**config.mk**
```make
export PLATFORM = sky130hd
export DESIGN_NAME = car_sensor_conditioner
export DESIGN_NICKNAME = d
export VERILOG_FILES = /design/src/rtl/traffic_pkg.sv /design/src/rtl/sensor_debounce.sv /design/src/rtl/car_sensor_conditioner.sv
export SDC_FILE = /design/constraint.sdc
export NUM_CORES = 1
export LEC_CHECK = 0
export BUFFER_PORTS_ARGS = -buffer_cell sky130_fd_sc_hd__buf_4
export CAP_MARGIN = 20
export CORE_UTILIZATION = 35
export CTS_BUF_LIST = sky130_fd_sc_hd__clkbuf_4 sky130_fd_sc_hd__clkbuf_8
export DETAILED_ROUTE_END_ITERATION = 12
export SKIP_CTS_REPAIR_TIMING = 1
export SYNTH_ARGS = -nofsm -noshare
export SYNTH_HDL_FRONTEND = slang
export SYNTH_SLANG_ARGS = --single-unit
```
**constraint.sdc**
```tcl
create_clock -name clock -period 1.3 [get_ports clock]
set_clock_uncertainty 0.05 [all_clocks]
set_input_delay 0.195 -clock clock [delete_from_list [all_inputs] [get_ports clock]]
set_output_delay 0.195 -clock clock [all_outputs]
set_load 0.05 [all_outputs]
```
**src/rtl/traffic_pkg.sv**
```systemverilog
// Shared constants for the traffic light front end: debounce defaults and
// direction encoding common with the light controller.
package traffic_pkg;

  localparam int unsigned DEBOUNCE_CYCLES_DEFAULT = 4;
  localparam int unsigned CNT_W_DEFAULT           = 3;
  localparam int unsigned NUM_DIRS                = 2;

  // Must match the light controller's state encoding.
  typedef enum logic {
    DIR_NS = 1'b0,
    DIR_EW = 1'b1
  } dir_e;

endpackage : traffic_pkg

```
**src/rtl/sensor_debounce.sv**
```systemverilog
// One loop-detector channel: 2-flop synchronizer, stability counter and a
// demand latch that only the direction's green can clear.
module sensor_debounce
  import traffic_pkg::*;
#(
  parameter int unsigned DEBOUNCE_CYCLES = DEBOUNCE_CYCLES_DEFAULT,
  parameter int unsigned CNT_W           = CNT_W_DEFAULT
) (
  input  logic clock,
  input  logic reset_n,
  input  logic raw,
  input  logic lite,
  output logic car
);

  localparam logic [CNT_W-1:0] CNT_LAST = CNT_W'(DEBOUNCE_CYCLES - 1);

  logic             sync1_q, sync2_q;
  logic             deb_q, deb_d;
  logic [CNT_W-1:0] cnt_q, cnt_d;
  logic             req_q, req_d;

  // Debounce counter and request latch next-state.
  always_comb begin
    deb_d = deb_q;
    cnt_d = '0;
    req_d = req_q;

    if (sync2_q != deb_q) begin
      if (cnt_q == CNT_LAST) begin
        deb_d = sync2_q;
      end else begin
        cnt_d = cnt_q + CNT_W'(1);
      end
    end

    // A present car always wins over a green; a departed car waits for green.
    if (deb_q) begin
      req_d = 1'b1;
    end else if (lite) begin
      req_d = 1'b0;
    end
  end

  always_ff @(posedge clock) begin
    if (!reset_n) begin
      sync1_q <= 1'b0;
      sync2_q <= 1'b0;
      deb_q   <= 1'b0;
      cnt_q   <= '0;
      req_q   <= 1'b0;
    end else begin
      sync1_q <= raw;
      sync2_q <= sync1_q;
      deb_q   <= deb_d;
      cnt_q   <= cnt_d;
      req_q   <= req_d;
    end
  end

  assign car = req_q;

endmodule : sensor_debounce

```
**src/rtl/car_sensor_conditioner.sv**
```systemverilog
// Conditions the EW and NS loop detectors into latched, registered car
// demands for the light controller; the two channels are fully independent.
module car_sensor_conditioner
  import traffic_pkg::*;
#(
  parameter int unsigned DEBOUNCE_CYCLES = DEBOUNCE_CYCLES_DEFAULT,
  parameter int unsigned CNT_W           = CNT_W_DEFAULT
) (
  input  logic clock,
  input  logic reset_n,
  input  logic ew_sensor_raw,
  input  logic ns_sensor_raw,
  input  logic EWLite,
  input  logic NSLite,
  output logic EWCar,
  output logic NSCar
);

  logic [NUM_DIRS-1:0] raw_vec;
  logic [NUM_DIRS-1:0] lite_vec;
  logic [NUM_DIRS-1:0] car_vec;

  assign raw_vec[DIR_EW]  = ew_sensor_raw;
  assign raw_vec[DIR_NS]  = ns_sensor_raw;
  assign lite_vec[DIR_EW] = EWLite;
  assign lite_vec[DIR_NS] = NSLite;

  for (genvar d = 0; d < NUM_DIRS; d++) begin : g_chan
    sensor_debounce #(
      .DEBOUNCE_CYCLES (DEBOUNCE_CYCLES),
      .CNT_W           (CNT_W)
    ) u_chan (
      .clock   (clock),
      .reset_n (reset_n),
      .raw     (raw_vec[d]),
      .lite    (lite_vec[d]),
      .car     (car_vec[d])
    );
  end

  assign EWCar = car_vec[DIR_EW];
  assign NSCar = car_vec[DIR_NS];

endmodule : car_sensor_conditioner

```
# ---- After elaboration in Yosys (flattened, before gate mapping)
# Cells that the tools add are included.
dict set report word_totals {
  ff_bits 14
  in_bits 6
  wordCells 29
}
dict set report classes {
  addsub 2
  eq_ne 4
  n_mux 4
  n_bitwise 3
  n_reduce_logical 6
}
# operator n
set op_table {}
lappend op_table {{3-bit by 1-bit adder with 3-bit output (second input constant)} 2}
lappend op_table {{3-bit by 2-bit == test with 1-bit output (second input constant)} 2}
lappend op_table {{3-bit OR reduction} 2}
lappend op_table {{1-bit two-way mux} 4}
lappend op_table {{2-bit AND reduction} 2}
lappend op_table {{2-bit nonzero test} 2}
lappend op_table {{1-bit NOT} 3}
lappend op_table {{1-bit inequality test} 2}

# ---- Longest topological paths before layout
dict set report logic_depth {
  ltp_word 3
  ltp_mapped 4
  mapped_depth_nobuf 4
}

# ---- Hierarchy
# A second synthesis with hierarchy kept.
dict set report unflattened {
  cells_unflattened 40
  hier_area_um2 500.5
}
# module instances cells_per_inst area_per_inst_um2
set modules_own_cells {}
lappend modules_own_cells {sensor_debounce 2 20 250.2}

# ---- Least setup slack after synthesis
# OpenSTA, ideal clock, no wires.
dict set report synth_path {
  path_type {register to register}
  from {reg g_chan[0].u_chan.cnt_q[0]}
  to {reg g_chan[0].u_chan.cnt_q[2]}
  setup_ns 0.096
  t_arrival_ns 0.982
  path_slack_ns 0.172
  path_stages_with_launch 4
  cell_sequence {dfxtp_1 ha_1 ha_1 nor4b_1}
}
dict set report synth_between {
  elab_chain_cells 2
  elab_cells_between_ends 3
}
# element line_no
set synth_rtl {}
lappend synth_rtl {{from (decl)} sensor_debounce.sv:20} ;# logic [CNT_W-1:0] cnt_q, cnt_d;
lappend synth_rtl {{from (signal assigned)} sensor_debounce.sv:56} ;# cnt_q <= cnt_d;
lappend synth_rtl {{branches (longest 2 deep; another with 3-bit by 1-bit adder with 3-bit output)} -}
# Parallel ways; which one is timed is not known.
# A chain may end at the register's enable or synchronous reset.

# ---- Worst setup path in the final report
dict set report layout_path {
  from {reg g_chan[1].u_chan.cnt_q[0]}
  to {reg g_chan[1].u_chan.cnt_q[2]}
}
dict set report layout_between {
  elab_chain_cells 2
  elab_cells_between_ends 3
}
# element line_no
set layout_rtl {}
lappend layout_rtl {{from (decl)} sensor_debounce.sv:20}
lappend layout_rtl {{from (signal assigned)} sensor_debounce.sv:56}
lappend layout_rtl {{branches (longest 2 deep; another with 3-bit by 1-bit adder with 3-bit output)} -}
# Parallel ways; which one is timed is not known.

==> results.sh <==
export IMPL_synthesis_area_um2=505.5
export IMPL_synth_yosys_seq_area_share=0.5545
export IMPL_tightest_slew_ns=0.2890
export IMPL_chipHeight_um=40.01
export IMPL_timing_fmax_ghz=0.8135
export IMPL_drc=0
export IMPL_gr_usage_all_layers=0.1199
export IMPL_crit_type="flop to flop"
export IMPL_status="finished clean"
export IMPL_hp_class="input port to flop"
export IMPL_worstPathMaxFanout=2
export IMPL_p_seq_frac=0.634
export IMPL_synth_seq_cells=14
export IMPL_clk_latency_ns=0.26
export IMPL_arrival_ns=1.35
export IMPL_viasPerCell=4.862
export IMPL_antenna_found_initial=0
export IMPL_post_dp_hpwl_um=565.3
export IMPL_cts_tree="done"
export IMPL_finalHoldViolations=0
export IMPL_num_rows=13
export IMPL_placed_cell_area_um2=571.8
export IMPL_core_um2=1318
export IMPL_yosysUniqueCellTypes=11
export IMPL_clockPowerShare=0.325
export IMPL_fillCellCount=130
export IMPL_synth_most_common_cell="dfxtp_1"
export IMPL_cellPowerDensity_nw_per_um2=1138
export IMPL_grt_max_degree=15
export IMPL_wirelength_um=734
export IMPL_report_final_slew_viol_count=0
export IMPL_min_period_ns=1.229
export IMPL_ios=8
export IMPL_drive_gt1_frac=0.3000
export IMPL_crit_buf_inv=0
export IMPL_power_leakage_nw=0.2373
export IMPL_r2r_start="g_chan[1].u_chan.cnt_q[0]"
export IMPL_power_frac_comb=0.041
export IMPL_start_util=0.3837
export IMPL_syn_to_final_growth_pct=20.54
export IMPL_grt_setup_unrepaired="no"
export IMPL_syn_num_nets=51
export IMPL_power_switching_mw=0.1317
export IMPL_grt_pass1_wl_mm=1.214
export IMPL_die_x_um=40.01
export IMPL_required_ns=1.42
export IMPL_cp_slowest_stage_delay_ns=0.36
export IMPL_dr_pass1_iters=2
export IMPL_period_share=0.9456
export IMPL_cts_buffers=3
export IMPL_setup_viol=0
export IMPL_critPathLaunchType="flop"
export IMPL_routabilityCongestion=0.5852
export IMPL_via_count=316
export IMPL_clock_sinks=14
export IMPL_vdd_drop_max_mv=0.4784
export IMPL_synth_top_area_cell="dfxtp_1"
export IMPL_async_flop_share=0
export IMPL_path_cells="ha_1, ha_2, nor4b_1"
export IMPL_ys_warn_count=0
export IMPL_cts_max_path_buffers=2
export IMPL_drtAntennaViolNets=0
export IMPL_max_slew_margin=0.8060
export IMPL_synth_area_top_cells="dfxtp_1 55%, ha_1 9.9%, nor4b_1 6.9%"
export IMPL_path_delay_family="adder cells"
export IMPL_io_buffers=7
export IMPL_final_cell_area_um2=609.3
export IMPL_synth_edf_count=0
export IMPL_fin_tns_setup_ns=0
export IMPL_yosysTopAreaCellShare=0.5545
export IMPL_wl_per_cell_um=11.29
export IMPL_fin_nets=62
export IMPL_startpoint="g_chan[1].u_chan.cnt_q[0]"
export IMPL_overflow=0
export IMPL_syn_inst=41
export IMPL_avgSynthCellArea_um2=12.33
export IMPL_antenna_cells_inserted=0
export IMPL_clk_pin_slew_ns=0.07
export IMPL_min_from="ew_sensor_raw"
export IMPL_htreeDepth=1
export IMPL_drv_cap=0
export IMPL_dominantRegCellSynth="dfxtp_1"
export IMPL_p_int_mw=0.5617
export IMPL_critPathSlowestCell="dfxtp_1"
export IMPL_grt_pass1_vias=312
export IMPL_clockRootBuffer="clkbuf_4"
export IMPL_synth_common_cells="14 x dfxtp_1, 4 x and2_1, 4 x ha_1, 4 x nor2b_1, 4 x nor4b_1"
export IMPL_swShare=0.1899
export IMPL_fp_dieArea_um2=1600
export IMPL_cp_end_kind="flop"
export IMPL_drt_initial_drc_count=1
power groups by stage:
stage / combinational [mW] / sequential (mW) / clock (mW)
floorplan: 0.0141 / 0.449 / 0
global placement: 0.0260 / 0.449 / 0
CTS: 0.0279 / 0.440 / 0.240
finish: 0.0283 / 0.440 / 0.225
detailed placement: 0.0278 / 0.450 / 0
global route: 0.0321 / 0.441 / 0.260
routing by layer:
| metal | wire (µm) | GRT usage | vias up |
|---|---|---|---|
| met5 | 0 | 0 | - |
| met4 | 0 | 0.07759 | 0 |
| met3 | 24 | 0.03333 | 0 |
| met2 | 433 | 0.2258 | 6 |
| met1 | 276 | 0.1100 | 150 |
| li1 | - | - | 160 |
sequential cells by signal, indices dropped and copies added (netlist names):
register,count
g_chan.u_chan.car,2
g_chan.u_chan.cnt_q,6
g_chan.u_chan.deb_q,2
g_chan.u_chan.sync2_q,2
g_chan.u_chan.sync1_q,2
per-stage QoR:
stage               cells    util  hold slack (ns)  setup WS [ns]  power (mW)
floorplan              41       -           0.2723         0.1720      0.4628
global placement       62  0.4340           0.3547         0.1595      0.4750
detailed placement     62  0.4340           0.3612        0.03736      0.4777
CTS                    65  0.4511          0.07088        0.02142      0.7073
global route           65  0.4625          0.06989       0.001918      0.7322
finish                 65  0.4625          0.07950        0.07071      0.6934
placed cells by master, fill, tap and decap left out:
cell	n
nor2b_1	4
and4bb_2	2
ha_2	1
ha_1	3
mux2i_1	2
nor4b_2	2
buf_4	7
inv_1	2
dfxtp_1	14
xnor2_1	2
o21a_1	2
clkbuf_4	3
and2_1	4
nor4b_1	2
kinds of logic after synthesis:
| logic type | Yosys count | share of synthesized area |
|---|---|---|
| DFF | 14 | 0.5545 |
| buffers and inverters | 3 | 0.02475 |
| muxes | 2 | 0.03961 |
| and+or+nand+nor | 14 | 0.2178 |
| adders and majority gates | 4 | 0.09901 |
| xor gates and xnor gates | 2 | 0.03466 |
| AOI/OAI and AO/OA | 2 | 0.02969 |
path summary, 6_finish.rpt:
path	endpoint	cells after the start	slack (ns)
min	g_chan[1].u_chan.sync1_q	2	0.08
min reg2reg	g_chan[0].u_chan.cnt_q[0]	1	0.39
max reg2reg	g_chan[1].u_chan.cnt_q[2]	3	0.07
max	g_chan[1].u_chan.cnt_q[2]	3	0.07
layout make-up:
| type | count | area [µm²] | area share |
|---|---|---|---|
| timing repair buffer | 7 | 52.55 | 0.08624 |
| clock buffer | 3 | 22.52 | 0.03696 |
| sequential | 14 | 280.3 | 0.4600 |
| inverter | 2 | 7.507 | 0.01232 |
| multi-input combinational | 24 | 227.7 | 0.3737 |
| tap | 15 | 18.77 | 0.03080 |
Power figures use the tool's default switching activity.
